File: config.mk
export PLATFORM = sky130hd
export DESIGN_NAME = approx_err_monitor
export DESIGN_NICKNAME = d
export VERILOG_FILES = /design/src/rtl/approx_err_monitor.sv
export SDC_FILE = /design/constraint.sdc
export NUM_CORES = 1
export LEC_CHECK = 0
export ABC_CLOCK_PERIOD_IN_PS = 9700
export CAP_MARGIN = 10
export CORE_MARGIN = 2
export CORE_UTILIZATION = 40
export CTS_CLUSTER_SIZE = 14
export DETAILED_ROUTE_END_ITERATION = 7
export SLEW_MARGIN = 0
export SYNTH_ARGS = -nofsm -noshare
export SYNTH_HDL_FRONTEND = slang
export SYNTH_SLANG_ARGS = --single-unit
export TNS_END_PERCENT = 1
File: constraint.sdc
create_clock -name clk -period 9.7 [get_ports clk]
set_clock_uncertainty 0.05 [all_clocks]
set_input_delay 1.94 -clock clk [delete_from_list [all_inputs] [get_ports clk]]
set_output_delay 1.94 -clock clk [all_outputs]
set_load 0.02 [all_outputs]
File: src/rtl/approx_err_monitor.sv
// -----------------------------------------------------------------------------
// approx_err_monitor
// Measures the error of an upstream approximate 8x8 multiplier over a run of
// N_SAMPLES accepted samples. For each accepted (x, y, z) the exact product
// x*y is compared with the approximate product z. The block accumulates:
//   sum_err      - saturating sum of |x*y - z|
//   bias         - saturating signed sum of (z - x*y)
//   max_err      - largest |x*y - z|
//   mismatch_cnt - number of samples with z != x*y
//   sat          - sticky flag, set when sum_err or bias saturated
//
// Ports:
//   clk, rst_n           clock, synchronous active-low reset
//   start                begins a run (honoured in IDLE only)
//   in_valid / in_ready  sample handshake (in_ready high in RUN only)
//   x, y, z              operands and approximate product
//   res_valid/res_ready  result handshake (res_valid high in DONE)
//   sum_err, bias, max_err, mismatch_cnt, sat   run results
//   busy                 high in RUN and DRAIN
// -----------------------------------------------------------------------------
module approx_err_monitor #(
    parameter int N_SAMPLES = 256,
    parameter int SUM_W     = 32
) (
    input  logic                    clk,
    input  logic                    rst_n,
    input  logic                    start,
    input  logic                    in_valid,
    output logic                    in_ready,
    input  logic [7:0]              x,
    input  logic [7:0]              y,
    input  logic [15:0]             z,
    output logic                    res_valid,
    input  logic                    res_ready,
    output logic [SUM_W-1:0]        sum_err,
    output logic signed [SUM_W:0]   bias,
    output logic [15:0]             max_err,
    output logic [16:0]             mismatch_cnt,
    output logic                    sat,
    output logic                    busy
);

    localparam logic [1:0] S_IDLE  = 2'd0;
    localparam logic [1:0] S_RUN   = 2'd1;
    localparam logic [1:0] S_DRAIN = 2'd2;
    localparam logic [1:0] S_DONE  = 2'd3;

    localparam logic [16:0] N_LAST = 17'(N_SAMPLES);

    // Extended width wide enough to hold any accumulator plus one error term
    // without wrapping, so saturation can be decided by plain comparison.
    localparam int EW = SUM_W + 19;
    localparam logic [EW-1:0]        SUM_MAX = {{(EW-SUM_W){1'b0}}, {SUM_W{1'b1}}};
    localparam logic signed [EW-1:0] B_POS   = $signed(SUM_MAX);
    localparam logic signed [EW-1:0] B_NEG   = -B_POS;

    logic [1:0]              r_state;
    logic [16:0]             r_cnt;
    logic                    r_drain;
    logic                    r_s1_valid;
    logic [15:0]             r_prod;
    logic [15:0]             r_z;
    logic [SUM_W-1:0]        r_sum;
    logic signed [SUM_W:0]   r_bias;
    logic [15:0]             r_max;
    logic [16:0]             r_mis;
    logic                    r_sat;

    logic                    w_accept;
    logic [16:0]             w_cnt_inc;
    logic signed [16:0]      w_diff;
    logic [16:0]             w_abs;
    logic [EW-1:0]           w_sum_ext;
    logic signed [EW-1:0]    w_bias_ext;
    logic [SUM_W-1:0]        w_sum_new;
    logic signed [SUM_W:0]   w_bias_new;
    logic                    w_sat_hit;

    assign w_accept  = in_valid && (r_state == S_RUN);
    assign w_cnt_inc = r_cnt + 17'd1;

    always_comb begin
        w_diff     = $signed({1'b0, r_z}) - $signed({1'b0, r_prod});
        w_abs      = w_diff[16] ? 17'(-w_diff) : 17'(w_diff);
        w_sum_ext  = EW'(r_sum) + EW'(w_abs);
        w_bias_ext = EW'(r_bias) + EW'(w_diff);
        w_sat_hit  = 1'b0;
        w_sum_new  = w_sum_ext[SUM_W-1:0];
        w_bias_new = w_bias_ext[SUM_W:0];
        if (w_sum_ext > SUM_MAX) begin
            w_sum_new = SUM_MAX[SUM_W-1:0];
            w_sat_hit = 1'b1;
        end
        if (w_bias_ext > B_POS) begin
            w_bias_new = B_POS[SUM_W:0];
            w_sat_hit  = 1'b1;
        end else if (w_bias_ext < B_NEG) begin
            w_bias_new = B_NEG[SUM_W:0];
            w_sat_hit  = 1'b1;
        end
    end

    always_ff @(posedge clk) begin
        if (!rst_n) begin
            r_state    <= S_IDLE;
            r_cnt      <= '0;
            r_drain    <= 1'b0;
            r_s1_valid <= 1'b0;
            r_prod     <= '0;
            r_z        <= '0;
            r_sum      <= '0;
            r_bias     <= '0;
            r_max      <= '0;
            r_mis      <= '0;
            r_sat      <= 1'b0;
        end else begin
            // Stage 1: capture exact product and approximate product.
            r_s1_valid <= w_accept;
            if (w_accept) begin
                r_prod <= {8'd0, x} * {8'd0, y};
                r_z    <= z;
            end

            // Stage 2: fold the captured sample into the accumulators.
            if (r_s1_valid) begin
                r_sum  <= w_sum_new;
                r_bias <= w_bias_new;
                if (w_abs > {1'b0, r_max}) begin
                    r_max <= w_abs[15:0];
                end
                if (w_diff != '0) begin
                    r_mis <= r_mis + 17'd1;
                end
                if (w_sat_hit) begin
                    r_sat <= 1'b1;
                end
            end

            case (r_state)
                S_IDLE: begin
                    if (start) begin
                        r_state <= S_RUN;
                        r_cnt   <= '0;
                        r_sum   <= '0;
                        r_bias  <= '0;
                        r_max   <= '0;
                        r_mis   <= '0;
                        r_sat   <= 1'b0;
                    end
                end
                S_RUN: begin
                    if (w_accept) begin
                        r_cnt <= w_cnt_inc;
                        if (w_cnt_inc == N_LAST) begin
                            r_state <= S_DRAIN;
                            r_drain <= 1'b0;
                        end
                    end
                end
                S_DRAIN: begin
                    // Two cycles: lets the last sample clear both stages.
                    r_drain <= 1'b1;
                    if (r_drain) begin
                        r_state <= S_DONE;
                    end
                end
                default: begin
                    if (res_ready) begin
                        r_state <= S_IDLE;
                    end
                end
            endcase
        end
    end

    assign in_ready     = (r_state == S_RUN);
    assign res_valid    = (r_state == S_DONE);
    assign busy         = (r_state == S_RUN) || (r_state == S_DRAIN);
    assign sum_err      = r_sum;
    assign bias         = r_bias;
    assign max_err      = r_max;
    assign mismatch_cnt = r_mis;
    assign sat          = r_sat;

endmodule

# [After elaboration in Yosys (flattened, before gate mapping)]
# Index checks and enable logic that the tools add are counted.
[word_totals] inputBits=37 reg_bits=152 wordCells=77 out_inout_bits=102
[op_classes] eq_ne=8 reduce_logical=10 muxes=37 mul=1 n_lt_le_gt_ge=4 addsub=6
[ops] op="33-bit two-way mux" n=5
[ops] op="32-bit two-way mux" n=4
[ops] op="17-bit two-way mux" n=7
[ops] op="16-bit two-way mux" n=4
[ops] op="17-bit by 1-bit adder with 17-bit output, second input constant" n=2
[ops] op="33-bit by 17-bit adder with 34-bit output" n=1
[ops] op="34-bit by 33-bit > comparator with 1-bit output, second input constant" n=1
[ops] op="34-bit by 33-bit < comparator with 1-bit output, second input constant" n=1
[ops] op="17-bit case mux with 2 select lines" n=1
[ops] op="32-bit by 17-bit adder with 33-bit output" n=1
[ops] op="33-bit by 32-bit > comparator with 1-bit output, second input constant" n=1
[ops] op="17-bit by 9-bit equality test with 1-bit output, second input constant" n=1
[ops] op="17-bit by 16-bit > comparator with 1-bit output" n=1
[ops] op="17-bit negator" n=1
[ops] op="17-bit nonzero test" n=1
[ops] op="16-bit by 16-bit subtractor with 17-bit output" n=1
[ops] op="8-bit by 8-bit multiplier with 16-bit output" n=1
[ops] op="2-bit two-way mux" n=5
[ops] op="1-bit two-way mux" n=9
[ops] op="2-bit case mux with 3 select lines" n=1
[ops] op="3-bit AND reduction" n=2
[ops] op="5-bit AND reduction" n=1
[ops] op="2-bit equality test, second input constant" n=2
[ops] op="2-bit by 1-bit != test with 1-bit output, second input constant" n=2
[ops] op="8 further kinds" n=10

# [Depth between registers and ports, before layout]
[depth] depth_word=12 ltp_mapped=25 depth_no_buf=23

# [Least setup slack after synthesis]
# Ideal clock, no wire load.
[synth_timing] path_type="reg2reg" start="register r_z[0]" end="register r_bias[4], in the netlist bias[4]" path_stages_with_launch=25 setup_slack_ns=3.711 arrival_time_ns=5.817 t_required_ns=9.528 cell_sequence="dfxtp_1 -> inv_1 -> ha_1 -> fa_1 -> nand2b_1 -> a21o_1 -> a311oi_1 -> or2_2 -> a21oi_1 -> o21ai_1 -> inv_1 -> buf_2 -> ha_1 -> clkbuf_1 -> nand2_1 -> o21ai_0 -> o22ai_1 -> a211oi_1 -> mux2_2 -> o211ai_1 -> and4_1 -> nand4_1 -> and2_1 -> clkbuf_1 -> a221o_1"
[synth_between] elab_chain_len=8
[synth_rtl] element="start: declaration" line_no="62" rtl="logic [15:0] r_z;"
[synth_rtl] element="start signal: assignment" line_no="121" rtl="r_z <= z;"
[synth_rtl] element="16-bit by 16-bit subtractor with 17-bit output (*)" line_no="83" rtl="w_diff = $signed({1'b0, r_z}) - $signed({1'b0, r_prod});"
[synth_rtl] element="33-bit by 17-bit adder with 34-bit output (*)" line_no="86" rtl="w_bias_ext = EW'(r_bias) + EW'(w_diff);"
[synth_rtl] element="34-bit by 33-bit < comparator with 1-bit output" line_no="97" rtl="end else if (w_bias_ext < B_NEG) begin"
[synth_rtl] element="33-bit two-way mux" line_no="97"
[synth_rtl] element="33-bit two-way mux (*)" line_no="94" rtl="if (w_bias_ext > B_POS) begin"
[synth_rtl] element="33-bit two-way mux (*)" line_no="125" rtl="if (r_s1_valid) begin"
[synth_rtl] element="33-bit two-way mux" line_no="141" rtl="if (start) begin"
[synth_rtl] element="33-bit two-way mux (*)" line_no="139" rtl="case (r_state)"
[synth_rtl] element="end signal: assignment" line_no="127" rtl="r_bias <= w_bias_new;"
[synth_rtl] element="end: declaration" line_no="64" rtl="logic signed [SUM_W:0] r_bias;"
# Every way passes the cells marked *; elsewhere a longest branch is shown, timed or not.
# A chain may end at the register's enable or synchronous reset.

# [Worst setup path after layout]
[layout_timing] start="register r_z[0]" end="register r_bias[16], in the netlist bias[16]"
# The elaborated chain is that of the path after synthesis.

==> results by group <==
Outcome
  – Status: finished, final reports clean

Layout
  – # nets final: 1955
  – Proportion of layout cells with a drive suffix above 1: 5.099%
  – Final instance area: 15490 sq um
  – Commonest non-fill, non-tap cell in the layout: nand2_1
  – Synthesis-to-layout area growth: 17.39%
  – ANT cells: 0
  – Filler cells: 3291
  – Most frequent cells in the layout: nand2_1 (159), dfxtp_1 (151), a21oi_1 (139), clkdlybuf4s50_1 (138), ha_1 (127)

Floorplanning
  – Core box area: 32540 sq um
  – Die height: 185.6 um
  – Cell Rows: 66
  – Die area: 34460 sq um
  – Starting density of the core: 40.56%
  – IO Pins: 139
  – Die Wd: 185.6 um

Worst setup path
  – Arrival @ worst endpoint: 7.70 ns
  – WP data required: 10.04 ns
  – Startpoint Class: flip-flop
  – Critical Path End Type: flip-flop
  – Critical path class: reg -> reg
  – CP max FO: 32

Logic synthesis
  – Synthesis warning total: 0
  – Mapped Cells: 1666
  – Synthesized flop and latch total: 152
  – Post-synthesis async set-or-reset flop share: 0%
  – Post-synthesis sequential area ratio: 23.06%
  – Post-Syn Nets: 1869
  – Commonest register cell after synthesis: dfxtp_1
  – Post-synth EDFFs: 0
  – Distinct cells, synth: 89
  – Synthesized area: 13200 sq um
  – Post-synthesis area per instance: 7.920 sq um

Detailed routing
  – Routed Antenna Nets: 0
  – Total number of vias: 12314
  – Final wirelength: 36.75 mm
  – Wire length per cell: 16.65 um
  – Residual DRC: 0
  – DR pass1 iterations: 5
  – Drt first-iter violations: 832
  – Mean number of vias per cell: 5.580

Flow run
  – Max_cap viols: 0

Clock tree
  – CTS tree: yes
  – Clock root cell: clkbuf_16
  – CTS Buf Count: 17
  – Worst skew pair latency: 0.45 ns
  – H-tree level count: 4
  – Postcts setup bufs: 0
  – Post-cts resize count: 0
  – Clk slew on worst S/H paths: 0.07 ns
  – Clk sinks: 152
  – Clock Tree Buf Depth: 2
  – # hold bufs at CTS: 0

Global routing
  – Antenna violations before repair: 0
  – Total grt overflow: 0
  – Largest net degree at the start of global routing: 75
  – First-pass GRT wire length: 59.21 mm
  – Global-route total usage across every layer: 21.33%
  – Via count of the first global-routing pass: 11399

Placed design
  – Dpl hpwl: 28.65 mm
  – RD Place Congestion: 0.9456
  – PortBufs: 138
  – Area after DPL: 14910 sq um
  – Worst slack, placed: 2.450 ns

Pwr
  – PwrDens: 388.8 nW/um^2
  – Overall Power: 0.006022 W
  – Lkg Pwr: 6.226 nW
  – Worst ir drop on vdd: 260.2 uV

STA
  – Setup TNS: 0 ns
  – Final hold vios: 0
  – Least-Margin Pin Slew: 1.043 ns
  – Final min period: 7.368 ns
  – Slew Viols, Final: 0
  – Setup violators final: 0
  – Max Fclk: 135.7 MHz
  – Final period util: 75.96%
  – Hold_ws: 0.3988 ns
  – Unrepaired setup endpoints after global routing: false
  – Worst setup margin: 2.332 ns
  – Worst slew margin: 29.99%

Worst hold path
  – Worst Hold Class: reg -> reg
state kept, by name, summed over array words and instances (netlist names), 2 cells and up:
| register | flops |
|---|---|
| bias | 33 |
| max_err | 16 |
| mismatch_cnt | 17 |
| r_cnt | 17 |
| r_prod | 16 |
| r_state | 2 |
| r_z | 16 |
| sum_err | 32 |
layout make-up:
class / count / area, sq um / area share [%]
Multi-Input combinational cell: 1308 / 9387 / 60.60
Tap cell: 442 / 553.0 / 3.570
Sequential cell: 152 / 3044 / 19.65
Timing Repair Buffer: 148 / 1456 / 9.402
Clock buffer: 19 / 442.9 / 2.859
Inverter: 125 / 469.2 / 3.029
Clock inverter: 13 / 137.6 / 0.8885
routing by layer:
metal | vias to the layer above | global-route usage (%) | wire (um) | part of all wire (%)
met3 | 51 | 3.639 | 2051 | 5.6
met2 | 336 | 33.85 | 16200 | 44
met5 | - | 0 | 0 | 0
li1 | 6177 | - | - | -
met1 | 5750 | 29.52 | 17690 | 48
met4 | 0 | 6.488 | 807 | 2.2
worst max-delay path: stages (launching register included):
cell	delay [ns]
dfxtp_1	0.34
inv_1	0.05
ha_1	0.22
fa_1	0.42
nand2b_1	0.18
a21o_1	0.19
a311oi_1	0.56
or2_2	0.24
a21oi_1	0.10
o21ai_1	0.83
inv_1	0.09
buf_4	0.30
ha_1	0.48
nand2_1	0.11
o21ai_0	0.51
o22ai_1	0.21
a211oi_1	0.49
a211o_1	0.27
a31oi_2	0.30
or2_2	0.46
nor2_1	0.69
a221o_1	0.21
Yosys cell counts (7+ instances only):
cell | n | share of area [%]
nand3_1 | 34 | 1.3
nor2b_1 | 13 | 0.62
o221ai_1 | 7 | 0.46
nor4_1 | 7 | 0.33
maj3_1 | 8 | 0.61
a21oi_1 | 140 | 5.3
dfxtp_1 | 152 | 23
ha_1 | 127 | 12
nor3_1 | 35 | 1.3
o21bai_1 | 12 | 0.68
and4_1 | 13 | 0.86
a31oi_1 | 31 | 1.5
and3_1 | 24 | 1.1
o22ai_1 | 8 | 0.38
nand2b_1 | 16 | 0.76
o21ai_0 | 89 | 3.4
a211oi_1 | 28 | 1.6
o21a_1 | 20 | 1.1
clkbuf_1 | 72 | 2.0
o211ai_1 | 15 | 0.85
xnor2_1 | 34 | 2.3
nand2_1 | 160 | 4.6
xor2_1 | 37 | 2.5
o31ai_1 | 7 | 0.40
a21o_1 | 30 | 1.7
and2_1 | 56 | 2.7
a221o_1 | 13 | 0.99
a311oi_1 | 10 | 0.66
mux2i_1 | 12 | 0.91
nor2_1 | 117 | 3.3
fa_1 | 39 | 5.9
a211oi_2 | 9 | 0.85
a22oi_1 | 8 | 0.46
or3_1 | 16 | 0.76
inv_1 | 125 | 3.6
nand4_1 | 22 | 1.0
worst paths after layout:
check / start / end / slack (ns) / depth (start not counted)
setup / recovery: r_z[0]$_SDFFE_PN0P_ / bias[16]$_SDFF_PN0_ / 2.33 / 21
hold / removal: r_prod[11]$_SDFFE_PN0P_ / r_prod[11]$_SDFFE_PN0P_ / 0.40 / 2
setup reg to reg: r_z[0]$_SDFFE_PN0P_ / bias[16]$_SDFF_PN0_ / 2.33 / 21
hold reg to reg: r_prod[11]$_SDFFE_PN0P_ / r_prod[11]$_SDFFE_PN0P_ / 0.40 / 2
report_power, final:
part           total (W)  internal [W]  switching, W  leakage, nW
clock network   0.000675      0.000368      0.000307        0.284
logic            0.00462       0.00174       0.00288         4.71
registers       0.000726      0.000680     0.0000458         1.23
total            0.00602       0.00279       0.00323         6.23
stage by stage:
stage / cells / utilization [%]
2_1_floorplan: 1666 / -
3_3_place_gp: 2175 / 45.82
3_5_place_dp: 2175 / 45.82
4_1_cts: 2207 / 47.61
5_1_grt: 2207 / 47.61
6_report: 2207 / 47.61
kinds of logic after synthesis:
kind of cell / synth area share [%]
buffers and inverters: 6.031
flip-flops: 23.06
multiplexers: 1.166
AO/OA/AOI/OAI: 25.17
adder cells (fa/ha/maj): 18.57
AND/OR/NAND/NOR: 21.05
XOR/XNOR: 4.959
Note: power is estimated with default switching activity, not from simulation.
